**src/rtl/intr_sample_collector.sv**
```systemverilog
// Interrupt service FSM feeding a small FIFO that a host drains.
// Optional running min/max of accepted words: INTR_SAMPLE_COLLECTOR_MINMAX_EN.
module intr_sample_collector #(
  parameter int DEPTH       = 8,
  parameter int ACK_TIMEOUT = 15
) (
  input  logic                     clk,
  input  logic                     reset,
  input  logic                     intr,
  input  logic [7:0]               din,
  output logic                     intr_ack,
  input  logic                     rd_en,
  output logic [7:0]               rd_data,
  output logic                     rd_valid,
  output logic                     empty,
  output logic                     full,
  output logic [$clog2(DEPTH):0]   count,
  output logic [7:0]               drop_cnt,
`ifdef INTR_SAMPLE_COLLECTOR_MINMAX_EN
  output logic [7:0]               min_val,
  output logic [7:0]               max_val,
`endif
  output logic                     ack_err
);

  localparam int AW = $clog2(DEPTH);
  localparam int CW = AW + 1;
  localparam logic [CW-1:0] FULL_C = CW'(DEPTH);
  localparam logic [7:0] TO_LAST = 8'(ACK_TIMEOUT - 1);

  typedef enum logic [1:0] {
    IDLE,
    ACK,
    WAIT_CLR
  } state_t;

  state_t state_q, state_d;
  logic [7:0] timer_q, timer_d;
  logic retry_q, retry_d;
  logic [7:0] cap_q;
  logic cap_ld, err_set;

  logic [7:0] mem [DEPTH];
  logic [AW-1:0] wr_ptr, rd_ptr;
  logic [CW-1:0] count_q;
  logic service, push, pop, drop;

  always_comb begin
    state_d = state_q;
    timer_d = timer_q;
    retry_d = retry_q;
    cap_ld  = 1'b0;
    err_set = 1'b0;
    unique case (state_q)
      IDLE: begin
        if (intr) begin
          cap_ld  = 1'b1;
          retry_d = 1'b0;
          state_d = ACK;
        end
      end
      ACK: begin
        timer_d = 8'd0;
        state_d = WAIT_CLR;
      end
      WAIT_CLR: begin
        if (!intr) begin
          state_d = IDLE;
        end else if (timer_q == TO_LAST) begin
          // upstream missed the ack; pulse again but never re-push
          state_d = ACK;
          retry_d = 1'b1;
          err_set = 1'b1;
        end else begin
          timer_d = timer_q + 8'd1;
        end
      end
      default: state_d = IDLE;
    endcase
  end

  assign empty   = (count_q == '0);
  assign full    = (count_q == FULL_C);
  assign count   = count_q;
  assign service = (state_q == ACK) && !retry_q;
  assign pop     = rd_en && !empty;
  assign push    = service && (!full || pop);
  assign drop    = service && !push;

  always_ff @(posedge clk) begin
    if (reset) begin
      state_q  <= IDLE;
      timer_q  <= 8'd0;
      retry_q  <= 1'b0;
      cap_q    <= 8'd0;
      intr_ack <= 1'b0;
      ack_err  <= 1'b0;
    end else begin
      state_q  <= state_d;
      timer_q  <= timer_d;
      retry_q  <= retry_d;
      intr_ack <= (state_d == ACK);
      if (cap_ld) cap_q <= din;
      if (err_set) ack_err <= 1'b1;
    end
  end

  always_ff @(posedge clk) begin
    if (push) mem[wr_ptr] <= cap_q;
  end

  always_ff @(posedge clk) begin
    if (reset) begin
      wr_ptr   <= '0;
      rd_ptr   <= '0;
      count_q  <= '0;
      rd_data  <= 8'd0;
      rd_valid <= 1'b0;
      drop_cnt <= 8'd0;
    end else begin
      rd_valid <= pop;
      if (push) wr_ptr <= wr_ptr + AW'(1);
      if (pop) begin
        rd_ptr  <= rd_ptr + AW'(1);
        rd_data <= mem[rd_ptr];
      end
      if (push && !pop) count_q <= count_q + CW'(1);
      else if (pop && !push) count_q <= count_q - CW'(1);
      if (drop && drop_cnt != 8'hFF) drop_cnt <= drop_cnt + 8'd1;
    end
  end

`ifdef INTR_SAMPLE_COLLECTOR_MINMAX_EN
  always_ff @(posedge clk) begin
    if (reset) begin
      min_val <= 8'hFF;
      max_val <= 8'h00;
    end else if (push) begin
      if (cap_q < min_val) min_val <= cap_q;
      if (cap_q > max_val) max_val <= cap_q;
    end
  end
`endif

endmodule

```
**config.mk**
```make
export PLATFORM = sky130hd
export DESIGN_NAME = intr_sample_collector
export DESIGN_NICKNAME = d
export VERILOG_FILES = /design/src/rtl/intr_sample_collector.sv
export SDC_FILE = /design/constraint.sdc
export NUM_CORES = 1
export LEC_CHECK = 0
export CAP_MARGIN = 20
export CORE_MARGIN = 2
export CORE_UTILIZATION = 30
export CTS_BUF_LIST = sky130_fd_sc_hd__clkbuf_8
export CTS_CLUSTER_SIZE = 40
export DETAILED_ROUTE_END_ITERATION = 7
export GPL_ROUTABILITY_DRIVEN = 0
export HOLD_SLACK_MARGIN = 0.08
export PLACE_DENSITY = 0.59
export SLEW_MARGIN = 20
export SYNTH_ARGS = -nofsm -noshare
export SYNTH_HDL_FRONTEND = slang
export SYNTH_SLANG_ARGS = --single-unit
```
**constraint.sdc**
```tcl
create_clock -name clk -period 2.7 [get_ports clk]
set_input_delay 0.27 -clock clk [delete_from_list [all_inputs] [get_ports clk]]
set_output_delay 0.27 -clock clk [all_outputs]
set_load 0.01 [all_outputs]
```
* Word level (Yosys, flattened, before mapping)
Memory sizes are Yosys's and may differ from the RTL's. A register that Yosys moved wholly into a read port is not among the register bits.
Cells that the tools add are included.
** Storage, ports and cells
- Logic and storage cells :: 68
- RAM bits :: 64
- Memory bits (read-only) :: 0
- Memories kept :: 1
- Bits of input ports :: 12
- Output and inout port bits :: 25
- Bits in latches :: 0
- Register bits after elaboration :: 40
** Memory list
- mem :: depth 8, bits a word 8, rd ports 1, clocked after Yosys merged registers in 1, write ports 1, RTL line 43 : logic [7:0] mem [DEPTH];
** Operators by class
- Multipliers :: 0
- Shifts and indexed selects :: 0
- Div/mod/pow operators :: 0
- Bitwise logic cells :: 0
- Equality and inequality tests :: 10
- Add/subtract/negate cells :: 6
- Reduce and logical (&&, ||, !) cells :: 20
- Order comparisons :: 0
- Multiplexer cells :: 20
** Operators by type and width (number)
- 8-bit by 1-bit adder with 8-bit output (second input constant) :: 2
- 8-bit 2-to-1 mux :: 2
- 8-bit one-hot mux with 2 select lines :: 1
- 1-bit 2-to-1 mux :: 10
- 8-bit by 4-bit equality test with 1-bit output (second input constant) :: 1
- 4-bit 2-to-1 mux :: 2
- 2-bit != test (second input constant) :: 4
- 8-bit != test (second input constant) :: 1
- 1-bit logical AND :: 7
- 3-bit by 1-bit adder with 3-bit output (second input constant) :: 2
- 2-bit 2-to-1 mux :: 3
- 2-bit one-hot mux with 3 select lines :: 1
- 2-bit nonzero test :: 3
- 1-bit zero test :: 5
- 4-bit by 1-bit adder with 4-bit output (second input constant) :: 1
- 2-bit by 1-bit equality test with 1-bit output (second input constant) :: 2
- 4-bit equality test (second input constant) :: 1
- 4-bit zero test :: 1
- 4-bit AND reduction :: 1
- 4-bit by 1-bit subtractor with 4-bit output (second input constant) :: 1
- 3-bit AND reduction :: 1
- 2-bit equality test (second input constant) :: 1
- 2-bit zero test :: 1
- 1-bit one-hot mux with 2 select lines :: 1
- 1-bit logical OR :: 1

* Logic depth before layout (Yosys ltp)
- Depth after elaboration :: 9
- Gate-level depth with buffers :: 10
- Gate-level depth less buffers :: 10

* Worst setup path after synthesis
OpenSTA, ideal clock, no wires.
- Kind :: register to register
- Start :: reg count_q[0], in the netlist count[0]
- End :: reg count_q[3], in the netlist count[3]
- Setup time :: 0.121 ns
- Stages on the path, launching flop included :: 11
- Buffers on the path :: 0
- Clock period less this slack :: 2.861 ns
- Data required time :: 2.579 ns
- Setup slack :: -0.161 ns
- Arrival time :: 2.741 ns
- Cells stage by stage :: dfxtp_1 > or4b_4 > o21ai_1 > inv_1 > ha_1 > inv_1 > ha_1 > a21oi_1 > a211oi_1 > a31oi_1 > mux2_2
** Between the ends
- Longest elaborated chain between the ends :: 8
- Elaborated cells between the ends (all ways) :: 16
- Classes of those cells :: 2 x add/sub; 1 x eq/ne; 2 x mux; 11 x reduce/logical
** RTL lines
- start: declaration :: RTL line 45 : logic [CW-1:0] count_q;
- start signal: assignment :: RTL line 127 : if (push && !pop) count_q <= count_q + CW'(1);
- start signal: assignment :: RTL line 128 : else if (pop && !push) count_q <= count_q - CW'(1);
- 4-bit zero test :: RTL line 82 : assign empty = (count_q == '0);
- 1-bit zero test :: RTL line 86 : assign pop = rd_en && !empty;
- 1-bit logical AND :: RTL line 86
- 1-bit logical OR * :: RTL line 87 : assign push = service && (!full || pop);
- 1-bit logical AND * :: RTL line 87
- named net push :: RTL line 46 : logic service, push, pop, drop;
- 1-bit zero test :: RTL line 128
- 1-bit logical AND :: RTL line 128
- 2-bit nonzero test (no source line)
The timed path passes the listed nets; every way through them passes the cells marked *. The select of a mux whose other input is x is not followed.
A chain may end at the register's enable or synchronous reset.

* Final worst setup path
Same ends and word-level chain as after synthesis.

==> impl_metrics.py <==
metrics = {
    "run_status": {
        "outcome": "finished, final reports clean",
    },
    "yosys": {
        "ys_seq_area_share_pct": 63.9,
        "syn-cell-area_um2": 4510,
        "ys_warn_count": 0,
        "synth.ff_latch_count": 112,
        "synth_common_cells": "edfxtp_1 (64), dfxtp_1 (48), nor2_1 (34)",
        "async_flop_share_pct": 0,
        "synth_area_leaders": "edfxtp_1 (43%), dfxtp_1 (21%), mux4_2 (8.0%), nor2_1 (2.8%), ha_1 (2.2%)",
        "synth_cell_types": 46,
        "synth_most_common_cell": "edfxtp_1",
        "synthesis.nets": 358,
        "avgSynthCellArea_um2": 13.4,
        "synth_area_leader_cell": "edfxtp_1",
        "synth_edf_count": 64,
        "synth_cells": 337,
        "yosysTopAreaCellShare_pct": 42.6,
        "synthFlopType": "edfxtp_1",
    },
    "timing": {
        "period_needed_ns": 2.53,
        "rsz0062_at_grt": "false",
        "finalSetupTns_ns": 0,
        "final-setup-viol-count": 0,
        "hold_viol": 0,
        "finClkSkew_ns": 0.0102,
        "max-slew-margin-rel_pct": 32.0,
        "maxSlewViolCount": 0,
        "max_freq_ghz": 0.395,
        "worstMarginPinSlew_ns": 1.02,
        "layout_worst_path_cycle_share_pct": 93.8,
        "holdWs_ns": 0.484,
    },
    "clock_tree": {
        "cts_buffers": 9,
        "cts_tree": "built",
        "cts_sinks": 112,
        "htreeDepth": 3,
        "clk_pin_slew_worst_paths_ns": 0.10,
        "clock-root-buffer": "clkbuf_8",
        "post_cts_buffers": 0,
        "clk_path_buf_depth": 2,
        "clock_latency_ns": 0.39,
    },
    "global_route": {
        "grt_pass1_wl_um": 14800,
        "antenna_found_initial": 0,
        "met1_usage_pct": 16.3,
        "grt_pass1_vias": 2787,
        "grt_max_degree": 36,
        "grt_usage_pct": 11.9,
        "grt_overflow": 0,
        "busiest_layer": "met2",
        "use_met2_pct": 18.4,
        "grt_use_met3_pct": 2.32,
    },
    "die": {
        "dieArea_um2": 16000,
        "dieHeight_um": 127,
        "rows": 44,
        "io_pins": 37,
        "die_w_um": 127,
        "start_util_pct": 30.9,
        "coreArea_um2": 14600,
    },
    "drt": {
        "ant_nets": 0,
        "avgRoutedWirePerCell_um": 15.7,
        "drt-pass1-iter-count": 4,
        "drt_wl_total_um": 9070,
        "vias": 2826,
        "drc": 0,
        "drtIter0Drc": 120,
        "vias_per_cell": 4.90,
    },
    "critical_path": {
        "critPathMaxFanout": 4,
        "crit_top_cell": "ha_1",
        "slowest_delay_ns": 0.57,
        "crit_slowest_cell": "or4b_4",
        "cp-end-kind": "register",
        "r2r_start": "count[0]",
        "r2r_slack_ns": 0.17,
        "cp.arrival_ns": 2.81,
        "cp_top_family": "simple AND/OR/NAND/NOR gates",
        "path_buf_inv": 2,
        "worstSetupPathType": "reg -> reg",
        "cp-start-kind": "register",
        "required_ns": 2.98,
        "cp_cell_sequence": "or4b_4, o21ai_4, inv_1, ha_1, inv_2, ha_1, a21oi_2, a211oi_1, a31oi_1, mux2_2",
        "setup.worst_path.start": "count[0]",
    },
    "power_and_ir_drop": {
        "irDropWorstVdd_mv": 0.572,
        "powerDensity_nw_per_um2": 768,
        "leakage_nw": 1.82,
    },
    "cells_and_area": {
        "drive_above_1_share_pct": 14.8,
        "nFillCells": 1378,
        "area_growth_pct": 19.4,
        "fin_nets": 409,
        "n_antenna_cell": 0,
    },
    "place": {
        "hpwlAfterDp_um": 5890,
        "port_buffers": 36,
    },
    "min_path": {
        "min-delay-start": "din[5]",
        "hold_class": "in -> reg",
    },
    "job": {
        "max-cap-violations": 0,
    },
}
==> timing repair <==
action                     4_1_cts  5_1_grt
setup endpoints to repair        0        1
hold buffers                     0        0
gates resized for setup          0        2
==> registers in the layout (all words and copies together), names as in the netlist <==
signal / count
rd_data: 8
cap_q: 8
retry_q: 1
ack_err: 1
drop_cnt: 8
rd_valid: 1
state_q: 2
intr_ack: 1
mem: 64
timer_q: 8
count: 4
rd_ptr: 3
wr_ptr: 3
==> worst register-to-register path, delay by kind of cell (launching register included) <==
kind	cells	cell delay, ns
buffers and inverters	2	0.15
DFF	1	0.33
and+or+nand+nor	1	0.57
muxes	1	0.34
adders and majority gates	2	0.49
AOI/OAI and AO/OA	4	0.54
==> through the flow <==
step | worst slack [ns] | instances | power, mW | cell area [µm²] | util (%)
floorplan | 0.00444 | 337 | 2.73 | 4520 | -
global placement | 0.0566 | 561 | 3.17 | 5190 | 35.6
global route | 0.0154 | 577 | 4.35 | 5390 | 36.9
detailed placement | 0.0128 | 561 | 3.19 | 5190 | 35.6
CTS | 0.0701 | 577 | 4.17 | 5380 | 36.9
finish | 0.167 | 577 | 4.14 | 5390 | 36.9
==> power by group <==
part           internal [mW]  switching [mW]
Sequential              1.92          0.0689
Combinational          0.589           0.564
Clock                  0.425           0.567
==> cells by family after synthesis <==
logic type                 Yosys count  synth area share, %
AOI/OAI and AO/OA                   60                 8.07
xor gates and xnor gates             6                 1.16
adders and majority gates            9                 2.66
buffers and inverters               23                 2.19
DFF                                112                 63.9
muxes                               27                 10.5
and+or+nand+nor                    100                 11.6
==> per-layer routing <==
layer | wire, µm | vias to the layer above | share of wire [%]
li1 | - | 1378 | -
met1 | 4360 | 1385 | 48
met2 | 4180 | 53 | 46
met3 | 339 | 10 | 3.7
met4 | 185 | 0 | 2.0
met5 | 0 | - | 0
==> layout by cell type, fill, tap and decap left out, drive strengths merged, types with 2 or more instances in the layout <==
cell type	count
buf	20
clkbuf	9
or4	3
nor4	2
nor2	34
o41ai	2
or3	8
nand3	10
clkinv	2
nor3	5
clkdlybuf4s50	36
nand4	3
nand2b	5
mux2i	10
ha	8
dfxtp	48
edfxtp	64
a31oi	2
o31ai	4
o211ai	2
xnor2	3
o22ai	8
o21ai	17
xor2	3
nand4b	2
inv	11
and3	4
a2111o	2
nand2	14
mux4	16
and4	2
nor2b	4
a21oi	19
==> final timing paths <==
kind,end,depth (start not counted)
setup / recovery,count[3],10
hold / removal,cap_q[5],3
setup reg to reg,count[3],10
hold reg to reg,timer_q[7],2
==> layout make-up <==
class / count / area, µm² / share of cell area [%]
inverters: 7 / 27.5 / 0.511
well taps: 184 / 230 / 4.28
multi-input cells: 202 / 1550 / 28.7
clock buffers: 9 / 124 / 2.30
flip-flops and latches: 112 / 2880 / 53.6
clock inverters: 7 / 63.8 / 1.18
repair buffers: 56 / 510 / 9.48
No activity file was read; power rests on OpenSTA's default activity.
